--- src/rtl/fetch_pkg.sv ---
// fetch_pkg: shared widths, types and default ROM image for the fetch stage
package fetch_pkg;
  localparam int ADDR_W = 10;
  localparam int INST_W = 9;
  typedef logic [ADDR_W-1:0] pc_t;
  typedef logic [INST_W-1:0] inst_t;
  localparam pc_t   DEF_ADDR_A = 10'd50;
  localparam inst_t DEF_INST_A = 9'b000_001_100;
  localparam pc_t   DEF_ADDR_B = 10'd100;
  localparam inst_t DEF_INST_B = 9'b001_011_010;
endpackage

--- src/rtl/inst_fetch_if.sv ---
// inst_fetch_if: control-in / PC-and-instruction-out bundle of the fetch stage
interface inst_fetch_if #(
  parameter int ADDR_W = fetch_pkg::ADDR_W,
  parameter int INST_W = fetch_pkg::INST_W
);
  logic              Start;
  logic              JmpEq;
  logic              JmpNe;
  logic              Zero;
  logic [ADDR_W-1:0] DestAddr;
  logic [ADDR_W-1:0] ProgCtr;
  logic [INST_W-1:0] InstOut;
  modport master (output Start, JmpEq, JmpNe, Zero, DestAddr, input ProgCtr, InstOut);
  modport slave  (input Start, JmpEq, JmpNe, Zero, DestAddr, output ProgCtr, InstOut);
endinterface

--- src/rtl/inst_rom.sv ---
// inst_rom: asynchronous-read instruction ROM with built-in default image
module inst_rom import fetch_pkg::*; #(
  parameter int ADDR_W    = fetch_pkg::ADDR_W,
  parameter int INST_W    = fetch_pkg::INST_W,
  parameter     INIT_FILE = ""
) (
  input  logic [ADDR_W-1:0] addr_i,
  output logic [INST_W-1:0] inst_o
);
  always_comb
    inst_o = addr_i == ADDR_W'(DEF_ADDR_A) ? INST_W'(DEF_INST_A) :
             addr_i == ADDR_W'(DEF_ADDR_B) ? INST_W'(DEF_INST_B) : '0;
endmodule

--- src/rtl/prog_ctr.sv ---
// prog_ctr: program counter register with restart / branch / increment selection
module prog_ctr import fetch_pkg::*; #(
  parameter int ADDR_W = fetch_pkg::ADDR_W
) (
  input  logic              clk,
  input  logic              rst_n,
  input  logic              start_i,
  input  logic              jmp_eq_i,
  input  logic              jmp_ne_i,
  input  logic              zero_i,
  input  logic [ADDR_W-1:0] dest_i,
  output logic [ADDR_W-1:0] pc_o
);
  logic [ADDR_W-1:0] pc_q, pc_d;
  logic              take;
  // next PC: restart beats branch, branch beats increment (wraps naturally)
  always_comb begin
    take = (jmp_eq_i & zero_i) | (jmp_ne_i & ~zero_i);
    pc_d = start_i ? '0 : take ? dest_i : pc_q + 1'b1;
  end
  // PC register, cleared asynchronously
  always_ff @(posedge clk or negedge rst_n)
    if (!rst_n) pc_q <= '0;
    else        pc_q <= pc_d;
  assign pc_o = pc_q;
endmodule

--- src/rtl/inst_fetch.sv ---
// inst_fetch: PC plus instruction ROM; PC addresses the ROM combinationally
module inst_fetch import fetch_pkg::*; #(
  parameter int ADDR_W    = fetch_pkg::ADDR_W,
  parameter int INST_W    = fetch_pkg::INST_W,
  parameter     INIT_FILE = ""
) (
  input  logic        Clk,
  input  logic        Reset,
  inst_fetch_if.slave bus
);
  prog_ctr #(.ADDR_W(ADDR_W)) u_pc (
    .clk     (Clk),
    .rst_n   (Reset),
    .start_i (bus.Start),
    .jmp_eq_i(bus.JmpEq),
    .jmp_ne_i(bus.JmpNe),
    .zero_i  (bus.Zero),
    .dest_i  (bus.DestAddr),
    .pc_o    (bus.ProgCtr)
  );
  inst_rom #(.ADDR_W(ADDR_W), .INST_W(INST_W), .INIT_FILE(INIT_FILE)) u_rom (
    .addr_i(bus.ProgCtr),
    .inst_o(bus.InstOut)
  );
endmodule

--- src/flat_wrapper.sv ---
// flat-port wrapper written by rule: the top's interface ports become plain ports
module inst_fetch_flat import fetch_pkg::*;
#(
  parameter int ADDR_W    = fetch_pkg::ADDR_W,
  parameter int INST_W    = fetch_pkg::INST_W,
  parameter     INIT_FILE = ""
)
  (Clk, Reset, bus_Start, bus_JmpEq, bus_JmpNe, bus_Zero, bus_DestAddr, bus_ProgCtr, bus_InstOut);
  inst_fetch_if #(.ADDR_W(ADDR_W), .INST_W(INST_W)) bus_i ();
  input  logic Clk;
  input  logic Reset;
  input wire logic [$bits(bus_i.Start)-1:0] bus_Start;
  input wire logic [$bits(bus_i.JmpEq)-1:0] bus_JmpEq;
  input wire logic [$bits(bus_i.JmpNe)-1:0] bus_JmpNe;
  input wire logic [$bits(bus_i.Zero)-1:0] bus_Zero;
  input wire logic [$bits(bus_i.DestAddr)-1:0] bus_DestAddr;
  output wire logic [$bits(bus_i.ProgCtr)-1:0] bus_ProgCtr;
  output wire logic [$bits(bus_i.InstOut)-1:0] bus_InstOut;
  assign bus_i.Start = bus_Start;
  assign bus_i.JmpEq = bus_JmpEq;
  assign bus_i.JmpNe = bus_JmpNe;
  assign bus_i.Zero = bus_Zero;
  assign bus_i.DestAddr = bus_DestAddr;
  assign bus_ProgCtr = bus_i.ProgCtr;
  assign bus_InstOut = bus_i.InstOut;
  inst_fetch #(.ADDR_W(ADDR_W), .INST_W(INST_W), .INIT_FILE(INIT_FILE)) u_core (.Clk(Clk), .Reset(Reset), .bus(bus_i));
endmodule
--- config.mk ---
export PLATFORM = sky130hd
export DESIGN_NAME = inst_fetch_flat
export DESIGN_NICKNAME = d
export VERILOG_FILES = /design/src/rtl/fetch_pkg.sv /design/src/rtl/inst_fetch_if.sv /design/src/rtl/inst_rom.sv /design/src/rtl/prog_ctr.sv /design/src/rtl/inst_fetch.sv /design/src/flat_wrapper.sv
export SDC_FILE = /design/constraint.sdc
export NUM_CORES = 1
export LEC_CHECK = 0
export ABC_AREA = 1
export BUFFER_PORTS_ARGS = -buffer_cell sky130_fd_sc_hd__buf_2
export CAP_MARGIN = 20
export CORE_MARGIN = 4
export CORE_UTILIZATION = 30
export CTS_CLUSTER_DIAMETER = 200
export CTS_CLUSTER_SIZE = 16
export DETAILED_ROUTE_END_ITERATION = 6
export GPL_ROUTABILITY_DRIVEN = 1
export SLEW_MARGIN = 20
export SYNTH_ARGS = -nofsm -noshare
export SYNTH_HDL_FRONTEND = slang
export SYNTH_SLANG_ARGS = --single-unit
--- constraint.sdc ---
create_clock -name Clk -period 1.3 [get_ports Clk]
set_input_delay 0.39 -clock Clk [delete_from_list [all_inputs] [get_ports Clk]]
set_output_delay 0.39 -clock Clk [all_outputs]
set_load 0.02 [all_outputs]
* Yosys cells after proc, flatten, opt, wreduce, memory -nomap -nowiden
Index checks and enable logic that the tools add are counted.
** Word-level totals
- Register bits :: 10
- Bits of input ports :: 16
- Output and inout bits :: 19
- Logic and storage cells :: 12
** Cells by class
- $add $sub $neg :: 1
- Equal/unequal tests :: 2
- Muxes and demuxes :: 4
- Bitwise logic cells :: 4
** Operators by type and width (count)
- two-way mux 10 bit :: 2
- two-way mux 7 bit :: 2
- adder 10 x 1 -> 10 bit (second input constant) :: 1
- equality test 10 x 6 -> 1 bit (second input constant) :: 1
- equality test 10 x 7 -> 1 bit (second input constant) :: 1
- bitwise AND 1 bit :: 2
- inverter 1 bit :: 1
- bitwise OR 1 bit :: 1

* Logic depth before layout (Yosys ltp)
- Word-level depth :: 5
- Depth in mapped cells :: 8
- Mapped depth without buffers :: 8

* Modules after synthesis
From an unflattened synthesis, not the netlist that was laid out.
** Unflattened totals
- Cells, all modules :: 115
- Area total of the unflattened synthesis :: 768.2 um2
** By module, submodules not included
- prog_ctr :: times used 1, cells each 84, area each 624.3 um2
- inst_rom :: times used 1, cells each 31, area each 143.9 um2

* Worst setup path after synthesis
Ideal clock, no wire load.
- Kind :: register to output
- From :: register u_core.u_pc.pc_q[0] (netlist: u_core.u_pc.pc_o[0])
- To :: output bus_InstOut[4]
- Arrival time :: 1426 ps
- Slack :: -516 ps
- Cell stages (with the launch flop) :: 6
- Buffers on the path :: 1
- Cell sequence :: dfrtp_1 -> inv_1 -> ha_1 -> nand3_1 -> nor2_1 -> buf_4
** On the way
- Word-level cells in the longest chain between the ends :: 3
** Ends and longest elaborated chain
- start: declaration :: RTL line prog_ctr.sv:14 : logic [ADDR_W-1:0] pc_q, pc_d;
- start signal: assignment :: RTL line prog_ctr.sv:24 : else pc_q <= pc_d;
- equality test 10 x 7 -> 1 bit :: RTL line inst_rom.sv:12 : addr_i == ADDR_W'(DEF_ADDR_B) ? INST_W'(DEF_INST_B) : '0;
- two-way mux 7 bit :: RTL line inst_rom.sv:12
- two-way mux 7 bit * :: RTL line inst_rom.sv:11 : inst_o = addr_i == ADDR_W'(DEF_ADDR_A) ? INST_W'(DEF_INST_A) :
- end: declaration :: RTL line flat_wrapper.sv:18 : output wire logic [$bits(bus_i.InstOut)-1:0] bus_InstOut;
Mark *: on every way between the ends. The rest lies on a longest branch, timed or not.

* Worst setup path after layout
- From :: register u_core.u_pc.pc_q[9] (netlist: u_core.u_pc.pc_o[9])
- To :: output bus_InstOut[2]
** On the way
- Word-level cells in the longest chain between the ends :: 2
** Ends and longest elaborated chain (RTL line)
- equality test 10 x 6 -> 1 bit :: inst_rom.sv:11
- two-way mux 7 bit :: inst_rom.sv:11
Every way passes these cells.

==> flow_summary.yaml <==
run_status:
  status: "finished, violations left"
  violations: "negative setup slack"
setup_path:
  arrival_ns: 1.29
  crit_path_cell_trace: "nor2_4 -> nand4_1 -> buf_4 -> nor2_4 -> buf_6"
  crit_path_frequent_cell: "nor2_4"
  worst_setup_path_end_kind: "primary output"
  slowest_stage: "dfrtp_1"
  startpoint_type: "flop"
  cp.required_ns: 0.91
  criticalPathCategory: "reg -> out"
  slowest_delay_ns: 0.42
  cp_max_fo: 2
route:
  drc: 0
  postRouteAntennaNets: 0
  met3_length_um: 75
  drt-initial-drc-count: 23
  routed.top_layer: "met4"
  vias: 915
  vias_per_cell: 4.51
  wl_met2_mm: 1.40
  wl_met1_mm: 1.15
  wire_per_inst_um: 13.0
  wl_mm: 2.64
  dr.pass1.iters: 4
synth:
  synth.most_common_cell: "nand2_1"
  synth_edf_count: 0
  synth.distinct_cells: 22
  syn_inst: 112
  yosysSeqAreaShare_pct: 32.2
  yosys.area.top_type: "dfrtp_1"
  synth_area_leaders: "dfrtp_1 (32%), nand2_1 (9.2%), nor2_1 (8.7%)"
  synth_flop_cell: "dfrtp_1"
  syn_area_sq_um: 777
  synth-seq-cells: 10
  async_reset_ff_share_pct: 100
  ys_warn_count: 0
  yosys-top-cells-count: "nand2_1 (19), nor2_1 (18), inv_1 (17)"
  yosys.area.top_type_share_pct: 32.2
  synth_area_per_cell_sq_um: 6.94
global_routing:
  antenna_found_initial: 0
  grt_pass1_vias: 900
  grt_usage_pct: 14.2
  grt_pass1_wl_mm: 3.80
  grt-ovfl-total: 0
  grt_max_degree: 21
clock_tree:
  cts_buffers: 3
  cts_tree: "done"
  clkTransAtPathRegs_ns: 0.08
  h-tree-depth: 1
  root_buffer: "clkbuf_4"
  insertion_delay_ns: 0.27
  cts_buffer_depth: 2
  clock_sinks: 10
floorplan:
  dieArea_sq_um: 3470
  initial_core_util_pct: 31.4
  die_w_um: 58.9
  io_pins: 35
  fp.dieH_um: 58.9
  rows: 18
  core_sq_um: 2480
place:
  post-place-ws_ns: -0.168
  port_buffers: 30
  dp_hpwl_mm: 1.67
  gp_congestion: 0.871
  place_area_sq_um: 1080
  post-place-cells: 181
sta:
  fmax_ghz: 0.595
  hold_viol_final: 0
  setup_ws_ns: -0.381
  min_period_ns: 1.68
  skew_ns: 0.00514
  fin_crit_sh_pct: 129
  setup_viol_count_final: 18
  rsz0062_at_grt: "true"
  slew_viol_final: 0
power_and_ir_drop:
  peakVddDrop_v: 0.000463
  powerDensity_nw_per_um2: 775
  power_leakage_nw: 0.712
  power_mw: 1.17
layout:
  post_layout_nonfiller_instances: 203
  antennaDiodeCount: 0
  largest_reg_flops: 10
  filler_cell_count: 212
  utilization_pct: 61.1
  final_nets: 193
  syn_to_final_growth_pct: 94.7
  multi_input_area_sq_um: 557
  drive_above_1_share_pct: 58.4
  finalInstanceArea_sq_um: 1510
  regArea_sq_um: 260
min_path:
  hold_path.class: "in -> reg"
flow_run:
  drv_cap: 0
-- cell type report --
cell class	instances	share of cell area (%)
sequential	10	17.2
inverter	17	4.38
timing repair buffer	63	36.7
tap	30	2.48
multi-input combinational	79	36.8
clock buffer	4	2.40
-- timing repair --
| item | 4_1_cts | 5_1_grt |
|---|---|---|
| setup endpoints to repair | 17 | 20 |
| hold buffers | 1 | 0 |
| resized for setup | 51 | 21 |
| endpoints found under the hold margin | 10 | 0 |
| setup buffers | 5 | 15 |
| pin swaps | 5 | 11 |
-- power breakdown --
group          internal, mW  switching (mW)
Sequential            0.341          0.0341
Clock                 0.170           0.119
Combinational         0.260           0.248
Total                 0.771           0.401
-- critical path, delay by kind of cell, from the launching register on --
| family | cells | cell delay, ns |
|---|---|---|
| simple gates | 3 | 0.32 |
| flops | 1 | 0.42 |
| buf+inv | 2 | 0.28 |
-- stage by stage --
step | TNS [ns] | hold WS [ns]
detailed placement | -0.559 | 0.266
global placement | -0.413 | 0.267
CTS | -2.66 | 0.394
finish | -3.16 | 0.403
global route | -4.16 | 0.424
floorplan | -0.774 | 0.0944
-- final timing paths --
path                                     start                   to  slack [ns]  cells after the start
hold reg to reg            u_core.u_pc.pc_o[6]  u_core.u_pc.pc_o[6]        0.72                      5
min in group asynchronous                Reset  u_core.u_pc.pc_o[6]        0.53                      2
setup / recovery           u_core.u_pc.pc_o[9]       bus_InstOut[2]       -0.38                      5
hold / removal                 bus_DestAddr[9]  u_core.u_pc.pc_o[9]        0.40                      3
setup reg to reg           u_core.u_pc.pc_o[0]  u_core.u_pc.pc_o[8]       -0.06                     10
max in group asynchronous                Reset  u_core.u_pc.pc_o[2]        0.54                      2
-- kinds of logic after synthesis --
| group | count (synthesis) | synth area share (%) |
|---|---|---|
| other | 1 | 0.483 |
| AND/OR/NAND/NOR | 53 | 30.8 |
| buffers and inverters | 26 | 17.4 |
| AO/OA/AOI/OAI | 16 | 10.9 |
| adder cells (fa/ha/maj) | 3 | 4.83 |
| XOR/XNOR | 3 | 3.38 |
| flip-flops | 10 | 32.2 |
-- layout by cell type (no fill, tap or decap), types with 4 or more instances in the layout --
cell type,instances
nor2_1,13
buf_2,15
a21oi_1,6
nand3_1,8
inv_1,13
dfrtp_2,8
buf_6,26
o21ai_0,5
nand2_1,16
nor2_4,5
buf_4,19
conb_1,4
-- metal layers --
metal,track usage (%),up-vias
met5,0,-
met4,6.80,0
met3,0.658,2
met2,23.8,20
met1,18.5,431
li1,-,462
(Power assumes the default switching activity.)
